### src/rtl/trap_pkg.sv
// Shared FSM state type and trap cause codes for trap_ctrl.
package trap_pkg;

  typedef enum logic [1:0] {
    StIdle,
    StCommit,
    StRedirect
  } trap_state_e;

  // Exception codes; the interrupt flag (MSB) is applied by the encoder.
  localparam int unsigned CAUSE_ILLEGAL   = 2;
  localparam int unsigned CAUSE_EBREAK    = 3;
  localparam int unsigned CAUSE_ECALL_M   = 11;
  localparam int unsigned CAUSE_IRQ_EXT_M = 11;

endpackage

### src/rtl/trap_cause_enc.sv
// Fixed-priority trap resolution and mcause encoding (purely combinational).
module trap_cause_enc #(
  parameter int unsigned DATA_WIDTH = 32
) (
  input  logic                  irq_take_i,
  input  logic                  illegal_i,
  input  logic                  ebreak_i,
  input  logic                  ecall_i,
  input  logic                  mret_i,
  output logic                  event_o,
  output logic                  trap_o,
  output logic [DATA_WIDTH-1:0] cause_o
);
  import trap_pkg::*;

  always_comb begin
    trap_o  = irq_take_i | illegal_i | ebreak_i | ecall_i;
    event_o = trap_o | mret_i;
    cause_o = '0;
    if (irq_take_i) begin
      cause_o                 = DATA_WIDTH'(CAUSE_IRQ_EXT_M);
      cause_o[DATA_WIDTH-1]   = 1'b1;
    end else if (illegal_i) begin
      cause_o = DATA_WIDTH'(CAUSE_ILLEGAL);
    end else if (ebreak_i) begin
      cause_o = DATA_WIDTH'(CAUSE_EBREAK);
    end else if (ecall_i) begin
      cause_o = DATA_WIDTH'(CAUSE_ECALL_M);
    end
  end

endmodule

### src/rtl/trap_ctrl.sv
// Machine-mode trap/mret controller: commit to CSRs, then redirect fetch.
// Define TRAP_CTRL_IRQ_EN to enable the machine external interrupt path.
module trap_ctrl #(
  parameter int unsigned DATA_WIDTH = 32
) (
  input  logic                  clk,
  input  logic                  rst,
  input  logic                  valid_i,
  input  logic [DATA_WIDTH-1:0] pc_i,
  input  logic                  ecall_i,
  input  logic                  ebreak_i,
  input  logic                  illegal_i,
  input  logic                  mret_i,
  input  logic                  irq_ext_i,
  input  logic                  mie_i,
  input  logic [DATA_WIDTH-1:0] csr_mtvec_i,
  input  logic [DATA_WIDTH-1:0] csr_mepc_i,
  output logic                  intr_o,
  output logic [DATA_WIDTH-1:0] intr_no_o,
  output logic [DATA_WIDTH-1:0] intr_epc_o,
  output logic                  mret_o,
  output logic                  redirect_valid_o,
  output logic [DATA_WIDTH-1:0] redirect_pc_o,
  input  logic                  redirect_ready_i,
  output logic                  stall_o,
  output logic [DATA_WIDTH-1:0] trap_cnt_o
);
  import trap_pkg::*;

  trap_state_e           state_q, state_d;
  logic                  intr_q, intr_d;
  logic                  mret_q, mret_d;
  logic                  rvalid_q, rvalid_d;
  logic [DATA_WIDTH-1:0] cause_q, cause_d;
  logic [DATA_WIDTH-1:0] epc_q, epc_d;
  logic [DATA_WIDTH-1:0] rpc_q, rpc_d;
  logic [DATA_WIDTH-1:0] trap_cnt_q, trap_cnt_d;

  logic                  irq_take;
  logic                  enc_event;
  logic                  enc_trap;
  logic [DATA_WIDTH-1:0] enc_cause;
  logic                  take_event;

`ifdef TRAP_CTRL_IRQ_EN
  assign irq_take = irq_ext_i & mie_i;
`else
  logic unused_irq;
  assign irq_take   = 1'b0;
  assign unused_irq = irq_ext_i ^ mie_i;
`endif

  trap_cause_enc #(
    .DATA_WIDTH(DATA_WIDTH)
  ) u_trap_cause_enc (
    .irq_take_i(valid_i & irq_take),
    .illegal_i (valid_i & illegal_i),
    .ebreak_i  (valid_i & ebreak_i),
    .ecall_i   (valid_i & ecall_i),
    .mret_i    (valid_i & mret_i),
    .event_o   (enc_event),
    .trap_o    (enc_trap),
    .cause_o   (enc_cause)
  );

  // Inputs only matter in IDLE; everywhere else they are ignored.
  assign take_event = (state_q == StIdle) & enc_event;

  always_comb begin
    state_d    = state_q;
    intr_d     = 1'b0;
    mret_d     = 1'b0;
    rvalid_d   = rvalid_q;
    cause_d    = cause_q;
    epc_d      = epc_q;
    rpc_d      = rpc_q;
    trap_cnt_d = trap_cnt_q;
    unique case (state_q)
      StIdle: begin
        if (take_event) begin
          state_d = StCommit;
          intr_d  = enc_trap;
          mret_d  = ~enc_trap;
          if (enc_trap) begin
            cause_d = enc_cause;
            epc_d   = pc_i;
          end
        end
      end
      StCommit: begin
        state_d  = StRedirect;
        rvalid_d = 1'b1;
        // Target is sampled here and held until the fetch handshake.
        rpc_d    = intr_q ? {csr_mtvec_i[DATA_WIDTH-1:2], 2'b00}
                          : {csr_mepc_i[DATA_WIDTH-1:2], 2'b00};
        if (intr_q && (trap_cnt_q != '1)) begin
          trap_cnt_d = trap_cnt_q + DATA_WIDTH'(1);
        end
      end
      StRedirect: begin
        if (rvalid_q && redirect_ready_i) begin
          state_d  = StIdle;
          rvalid_d = 1'b0;
        end
      end
      default: begin
        state_d  = StIdle;
        rvalid_d = 1'b0;
      end
    endcase
  end

  always_ff @(posedge clk) begin
    if (rst) begin
      state_q    <= StIdle;
      intr_q     <= 1'b0;
      mret_q     <= 1'b0;
      rvalid_q   <= 1'b0;
      cause_q    <= '0;
      epc_q      <= '0;
      rpc_q      <= '0;
      trap_cnt_q <= '0;
    end else begin
      state_q    <= state_d;
      intr_q     <= intr_d;
      mret_q     <= mret_d;
      rvalid_q   <= rvalid_d;
      cause_q    <= cause_d;
      epc_q      <= epc_d;
      rpc_q      <= rpc_d;
      trap_cnt_q <= trap_cnt_d;
    end
  end

  // Reset in COMMIT/REDIRECT suppresses the pulse in that very cycle.
  assign intr_o           = intr_q & ~rst;
  assign mret_o           = mret_q & ~rst;
  assign redirect_valid_o = rvalid_q & ~rst;
  assign stall_o          = ~rst & (take_event | (state_q != StIdle));
  assign intr_no_o        = cause_q;
  assign intr_epc_o       = epc_q;
  assign redirect_pc_o    = rpc_q;
  assign trap_cnt_o       = trap_cnt_q;

endmodule
### config.mk
export PLATFORM = sky130hd
export DESIGN_NAME = trap_ctrl
export DESIGN_NICKNAME = d
export VERILOG_FILES = /design/src/rtl/trap_pkg.sv /design/src/rtl/trap_cause_enc.sv /design/src/rtl/trap_ctrl.sv
export SDC_FILE = /design/constraint.sdc
export NUM_CORES = 1
export LEC_CHECK = 0
export BUFFER_PORTS_ARGS = -buffer_cell sky130_fd_sc_hd__buf_2
export CAP_MARGIN = 20
export CORE_ASPECT_RATIO = 2
export CORE_UTILIZATION = 45
export CTS_CLUSTER_DIAMETER = 40
export CTS_CLUSTER_SIZE = 40
export DETAILED_ROUTE_END_ITERATION = 16
export GPL_ROUTABILITY_DRIVEN = 0
export GPL_TIMING_DRIVEN = 0
export PLACE_DENSITY_LB_ADDON = 0.08
export SLEW_MARGIN = 0
export SYNTH_ARGS = -nofsm -noshare
export SYNTH_HDL_FRONTEND = slang
export SYNTH_HIERARCHICAL = 1
export SYNTH_SLANG_ARGS = --single-unit
### constraint.sdc
create_clock -name clk -period 3.7 [get_ports clk]
set_input_delay 0.185 -clock clk [delete_from_list [all_inputs] [get_ports clk]]
set_output_delay 0.185 -clock clk [all_outputs]
set_load 0.01 [all_outputs]
==> impl_metrics.ini, run 1 <==
[flow_run]
max_cap_violations = 0

[yosys]
synth-edff-count = 0
ys_async_sr_fraction_pct = 0
ys_seq_elements = 131
synth_top_area_cell = dfxtp_1
synth_cells = 686
ys_seq_area_share_pct = 46.0
synth.area.top_cells = dfxtp_1, nand2_1, a21oi_1, mux2i_1, a211oi_1
ys_top_cells_by_count = nand2_1, dfxtp_1, a21oi_1
synth.most_common_cell = nand2_1
netlist_area_sq_um = 5700
synth.distinct_cells = 48
syn_avg_cell_area_sq_um = 8.30
synth_top_area_share_pct = 46.0
yosys_most_used_dff = dfxtp_1
ys_warn_count = 6

[timing]
maxSlewHeadroom_pct = 51.5
finalHoldViolations = 0
tns_ns = 0
setup_viol = 0
fmax_ghz = 0.441
min_period_ns = 2.27
period_share_pct = 61.2
holdWs_ns = 0.0121
worst_pin_slew_ns = 0.727
rsz0062_at_grt = no
finalClockSkew_ns = 0.00946
slew_viol_final = 0

[clocking]
clock_latency_ns = 0.42
clk_pin_slew_worst_paths_ns = 0.05
cts_root_buf = clkbuf_16
cts_resized = 0
cts_tree = yes
cts_htree_levels = 4
cts_made_buffers = 17
clockBufferDepth = 2
clock-sinks = 131

[critical_path]
r2r-start = trap_cnt_o[0]$_SDFFE_PP0P_
crit_slowest_cell = nor3_1
critPathRequiredTime_ns = 4.00
path_buf_inv = 1
critical_path.top_delay_family = simple AND/OR/NAND/NOR gates
slowest_delay_ns = 0.57
crit_path_end_kind = register
startpoint_type = register
path_cells = ha_1, inv_1, nor3_1, a31oi_1, nand3_1, mux2_2
r2r-end = trap_cnt_o[4]$_SDFFE_PP0P_
rr_worst_depth = 6
path_class = reg2reg
cp.arrival_ns = 2.56
critPathMaxFanout = 6
reg2reg_slack_ns = 1.43

[min_path]
hold_end = intr_epc_o[4]$_SDFFE_PP0P_
min_path_type = in2reg
worstHoldStart = pc_i[4]
hold_depth = 3

[run_status]
outcome = completed

[cells_and_area]
drive_gt1_share_pct = 30.2
antennaDiodeCount = 0
syn2layout_area_growth_pct = 41.2
nNetsFinal = 1096

[grt]
grt_max_degree = 17
grt_pass1_wl_mm = 25.7
globalRouteOverflowTotal = 0
antenna_found_initial = 0
first_global_vias = 5481
grtUsageTotal_pct = 25.3

[detailed_routing]
drtIter0Drc = 236
viasPerCell = 4.98
routed_wl_mm = 16.3
wl_per_cell_um = 14.2
via_count = 5720
drc_errors = 0
ant_nets = 0
dr.pass1.iters = 4

[die]
die_w_um = 81.6
io_pins = 238
start_util_pct = 46.4
die_y_um = 161
num_rows = 57
core_area_sq_um = 12300
die-area_sq_um = 13100

[power_and_ir_drop]
p_leak_nw = 3.67
ir_drop_mv = 0.401
p_per_area_nw_per_um2 = 523

[place]
dp_hpwl_mm = 11.8
portBuffers = 229
where the power goes:
part	switching, mW	internal, mW
sequential	0.0592	1.54
clock	0.631	1.28
combinational	0.407	0.293
total	1.10	3.11
worst max path at each step:
stage / startpoint / cells past startpoint / end / slack (ns)
6_report: trap_cnt_o[0]$_SDFFE_PP0P_ / 6 / trap_cnt_o[4]$_SDFFE_PP0P_ / 1.43
5_1_grt: valid_i / 9 / intr_epc_o[13]$_SDFFE_PP0P_ / 1.28
4_1_cts: trap_cnt_o[0]$_SDFFE_PP0P_ / 6 / trap_cnt_o[14]$_SDFFE_PP0P_ / 1.45
3_5_place_dp: valid_i / 9 / intr_no_o[5]$_SDFFE_PP0P_ / 1.06
3_3_place_gp: valid_i / 9 / intr_epc_o[12]$_SDFFE_PP0P_ / 1.07
2_1_floorplan: valid_i / 8 / intr_no_o[18]$_SDFFE_PP0P_ / 1.67
layer usage:
layer / vias up / track usage (%) / part of all wire [%]
met3: 25 / 6.44 / 5.0
met2: 174 / 48.4 / 56
li1: 2917 / - / -
met1: 2604 / 24.7 / 37
met5: - / 0 / 0
met4: 0 / 9.42 / 1.9
worst register-to-register path, delay by kind of cell (launching register included):
family / cells / cell delay (ns)
buffers and inverters: 1 / 0.10
adders and majority gates: 1 / 0.32
DFF: 1 / 0.42
muxes: 1 / 0.33
AOI/OAI and AO/OA: 1 / 0.26
and+or+nand+nor: 2 / 0.73
timing repair:
| item | CTS | global route |
|---|---|---|
| buffers inserted | 0 | 0 |
| hold buffers | 22 | 0 |
| endpoints found under the hold margin | 22 | 0 |
metrics by stage:
stage / cells / area (sq um) / util (%) / power [mW] / setup slack [ns]
6_report: 1148 / 8040 / 65.6 / 4.21 / 1.43
5_1_grt: 1148 / 8040 / 65.6 / 4.39 / 1.28
4_1_cts: 1148 / 8040 / 65.6 / 4.24 / 1.45
3_5_place_dp: 1095 / 7150 / 58.3 / 2.31 / 1.06
3_3_place_gp: 1095 / 7150 / 58.3 / 2.30 / 1.07
2_1_floorplan: 719 / 5820 / - / 2.03 / 1.67
flip-flops by register name, summed over array words and instances, names as in the netlist:
| signal | count |
|---|---|
| intr_epc_o | 32 |
| intr_no_o | 32 |
| trap_cnt_o | 32 |
| redirect_pc_o | 30 |
| state_q | 2 |
| intr_q | 1 |
| mret_q | 1 |
| rvalid_q | 1 |
cell type report:
| cell class | count | area (sq um) |
|---|---|---|
| inverters | 6 | 22.5 |
| repair buffers | 251 | 1370 |
| clock buffers | 19 | 443 |
| plain buffers | 75 | 400 |
| flip-flops and latches | 131 | 2620 |
| well taps | 147 | 184 |
| clock inverters | 12 | 229 |
| fillers | 1115 | 4220 |
| multi-input cells | 507 | 2780 |
layout by cell type, fill, tap and decap left out, types with 4 or more instances in the layout:
cell type      instances
nand2_1              143
clkbuf_1              40
and4_1                 7
clkinv_4               4
xor2_1                 5
clkbuf_16             17
bufinv_16              6
dlygate4sd3_1         22
inv_1                  6
o21ai_0               12
dfxtp_1              131
and2_1                 7
or4_1                  6
a311oi_1               4
a31oi_1                4
nand3_1               11
a211oi_1              32
nor2b_1               10
conb_1                35
xnor2_1                6
a21oi_1               78
nor2_1                55
mux2i_1               31
o31ai_1                5
nor3_1                 9
nand4_1               10
buf_2                231
or3_1                  7
buf_4                 31
cells by family (layout without fill, tap and decap cells):
kind of cell | count (synthesis) | in the layout | synth area share, %
adder cells (fa/ha/maj) | 1 | 1 | 0.220
AND/OR/NAND/NOR | 284 | 284 | 23.5
XOR/XNOR | 11 | 11 | 1.69
flip-flops | 131 | 131 | 46.0
AO/OA/AOI/OAI | 143 | 143 | 15.1
other | 2 | 35 | 0.132
multiplexers | 33 | 33 | 5.84
buffers and inverters | 81 | 363 | 7.42
Power figures use the tool's default switching activity.
==> run 2, diff against run 1 <==
Settings changed: CORE_UTILIZATION 45 to 44.
Clock period 3.7 ns to 1.8 ns, I/O delays scaled along.
==> run 2 against run 1 <==
Effect of this change:
- the run now ends with negative setup slack left
- power rose by 110%
- sequential power is 110% higher
- fmax increased by 25%
- sequential cell count unchanged
- setup slack worse by 1.5 ns
- utilization increased by 1.9 points
- critical path depth unchanged
- via count rose by 2.3%
- global-route usage down 0.91 points
- critical path type unchanged
==> impl_metrics.ini, run 2 (synthesis results as in run 1) <==
[run_status]
outcome = finished with violations
violations = negative setup slack

[cells_and_area]
final_area_sq_um = 8520
final_common_cell = buf_2
n_fill_cell = 1094
fin_cells = 1176
final_cell_mix = buf_2, nand2_1, dfxtp_1, a21oi_1, nor2_1
multi_input_area_sq_um = 2890
antennaDiodeCount = 0
seq_area_sq_um = 2660
nNetsFinal = 1122
drive_gt1_share_pct = 36.3
syn2layout_area_growth_pct = 49.5

[critical_path]
rr_worst_depth = 6
path_class = reg2reg
startpoint_type = register
reg2reg_slack_ns = -0.02
critPathRequiredTime_ns = 2.16
cp.arrival_ns = 2.18
crit_slowest_cell = or4_1
r2r-start = trap_cnt_o[0]$_SDFFE_PP0P_
path_cells = ha_4, nand4b_1, nor3_1, nand4_1, or4_1, nand2_1
crit_path_end_kind = register
r2r-end = trap_cnt_o[24]$_SDFFE_PP0P_
slowest_delay_ns = 0.42
critPathMaxFanout = 6
crit_start = trap_cnt_o[0]$_SDFFE_PP0P_

[power_and_ir_drop]
clkPwrFrac_pct = 46.1
swShare_pct = 25.6
p_leak_nw = 3.91
p_sw_mw = 2.27
p_per_area_nw_per_um2 = 1040
combPwrFrac_pct = 17.0
p_total_mw = 8.85
seq_power_share_pct = 36.9
p_int_mw = 6.58
ir_drop_mv = 0.783

[grt]
globalRouteOverflowTotal = 0
grtUsageTotal_pct = 24.4
antenna_found_initial = 0
first_global_vias = 5418
grt_pass1_wl_mm = 25.0
grt_max_degree = 17

[place]
dp_worst_setup_slack_ns = -0.421
dp_hpwl_mm = 11.6
portBuffers = 229
dp.cells = 1098
place_area_sq_um = 7180

[timing]
fmax_ghz = 0.550
tns_ns = -0.0184
worst_slack_ns = -0.0184
finalHoldViolations = 0
worst_pin_slew_ns = 0.727
setup_viol = 1
finalClockSkew_ns = 0.00786
period_share_pct = 101
maxSlewHeadroom_pct = 51.5
rsz0062_at_grt = yes
min_period_ns = 1.82
slew_viol_final = 0

[die]
core_area_sq_um = 12600
start_util_pct = 45.1
die_w_um = 82.5
num_rows = 58
io_pins = 238
die_y_um = 163
die-area_sq_um = 13400

[clocking]
cts_htree_levels = 4
cts_made_buffers = 17
clockBufferDepth = 2
cts_root_buf = clkbuf_16
cts_tree = yes
clock_latency_ns = 0.42
clk_pin_slew_worst_paths_ns = 0.06
clock-sinks = 131

[detailed_routing]
drtIter0Drc = 214
wl_per_cell_um = 14.0
drc_errors = 0
dr.pass1.iters = 4
routed_wl_mm = 16.4
via_count = 5850
ant_nets = 0
viasPerCell = 4.97

[min_path]
hold_depth = 3
worstHoldStart = csr_mepc_i[23]
hold_end = redirect_pc_o[23]$_SDFFE_PP0P_
min_path_type = in2reg

[flow_run]
max_cap_violations = 0
==> run 2: changes by cell type in the layout (fill, tap and decap cells not counted), sizes merged <==
cell,change
dlygate4sd3,+13
clkbuf,-3
clkinv,-1
bufinv,+1
buf,+15
==> run 2: area by class of cell <==
class / count / area share [%]
inverter: 6 / 0.264
multi-input combinational: 507 / 33.9
tap: 150 / 2.20
timing repair buffer: 280 / 19.1
clock buffer: 18 / 5.16
buffer: 72 / 5.07
sequential: 131 / 31.3
clock inverter: 12 / 2.98
==> run 2: power groups by stage <==
stage	Combinational, mW	Clock [mW]	Sequential (mW)
2_1_floorplan	0.742	0	3.45
3_3_place_gp	1.41	0	3.32
3_5_place_dp	1.41	0	3.33
4_1_cts	1.49	4.13	3.27
5_1_grt	1.67	4.25	3.30
6_report	1.50	4.08	3.27
==> run 2: stage by stage <==
| stage | util, % | hold slack (ns) |
|---|---|---|
| floorplan | - | 0.226 |
| global placement | 56.8 | 0.331 |
| detailed placement | 56.8 | 0.336 |
| CTS | 66.7 | 0.00108 |
| global route | 67.4 | 0.0313 |
| finish | 67.4 | 0.0101 |
==> run 2: how the worst max path moves through the flow <==
stage	endpoint
after floorplan	trap_cnt_o[4]$_SDFFE_PP0P_
after global placement	intr_epc_o[12]$_SDFFE_PP0P_
after detailed placement	intr_epc_o[14]$_SDFFE_PP0P_
after CTS	trap_cnt_o[14]$_SDFFE_PP0P_
after global routing	trap_cnt_o[17]$_SDFFE_PP0P_
final	trap_cnt_o[24]$_SDFFE_PP0P_
==> run 2: repair_timing <==
item,CTS,global route
hold buffers,35,0
pin swaps,9,9
resized for setup,39,31
buffers inserted,11,5
endpoints found under the setup margin,57,84
hold endpoints to repair,36,0
==> run 2: critical path, delay by kind of cell, from the launching register on <==
family | cells | cell delay, ns
fa+ha+maj | 1 | 0.17
flops | 1 | 0.38
simple gates | 5 | 1.21
==> run 2: per-layer routing <==
metal / vias to the layer above / share of wire (%) / track usage, %
li1: 2965 / - / -
met1: 2672 / 36 / 23.3
met2: 179 / 56 / 46.9
met3: 34 / 5.0 / 5.32
met4: 0 / 3.0 / 11.2
met5: - / 0 / 0
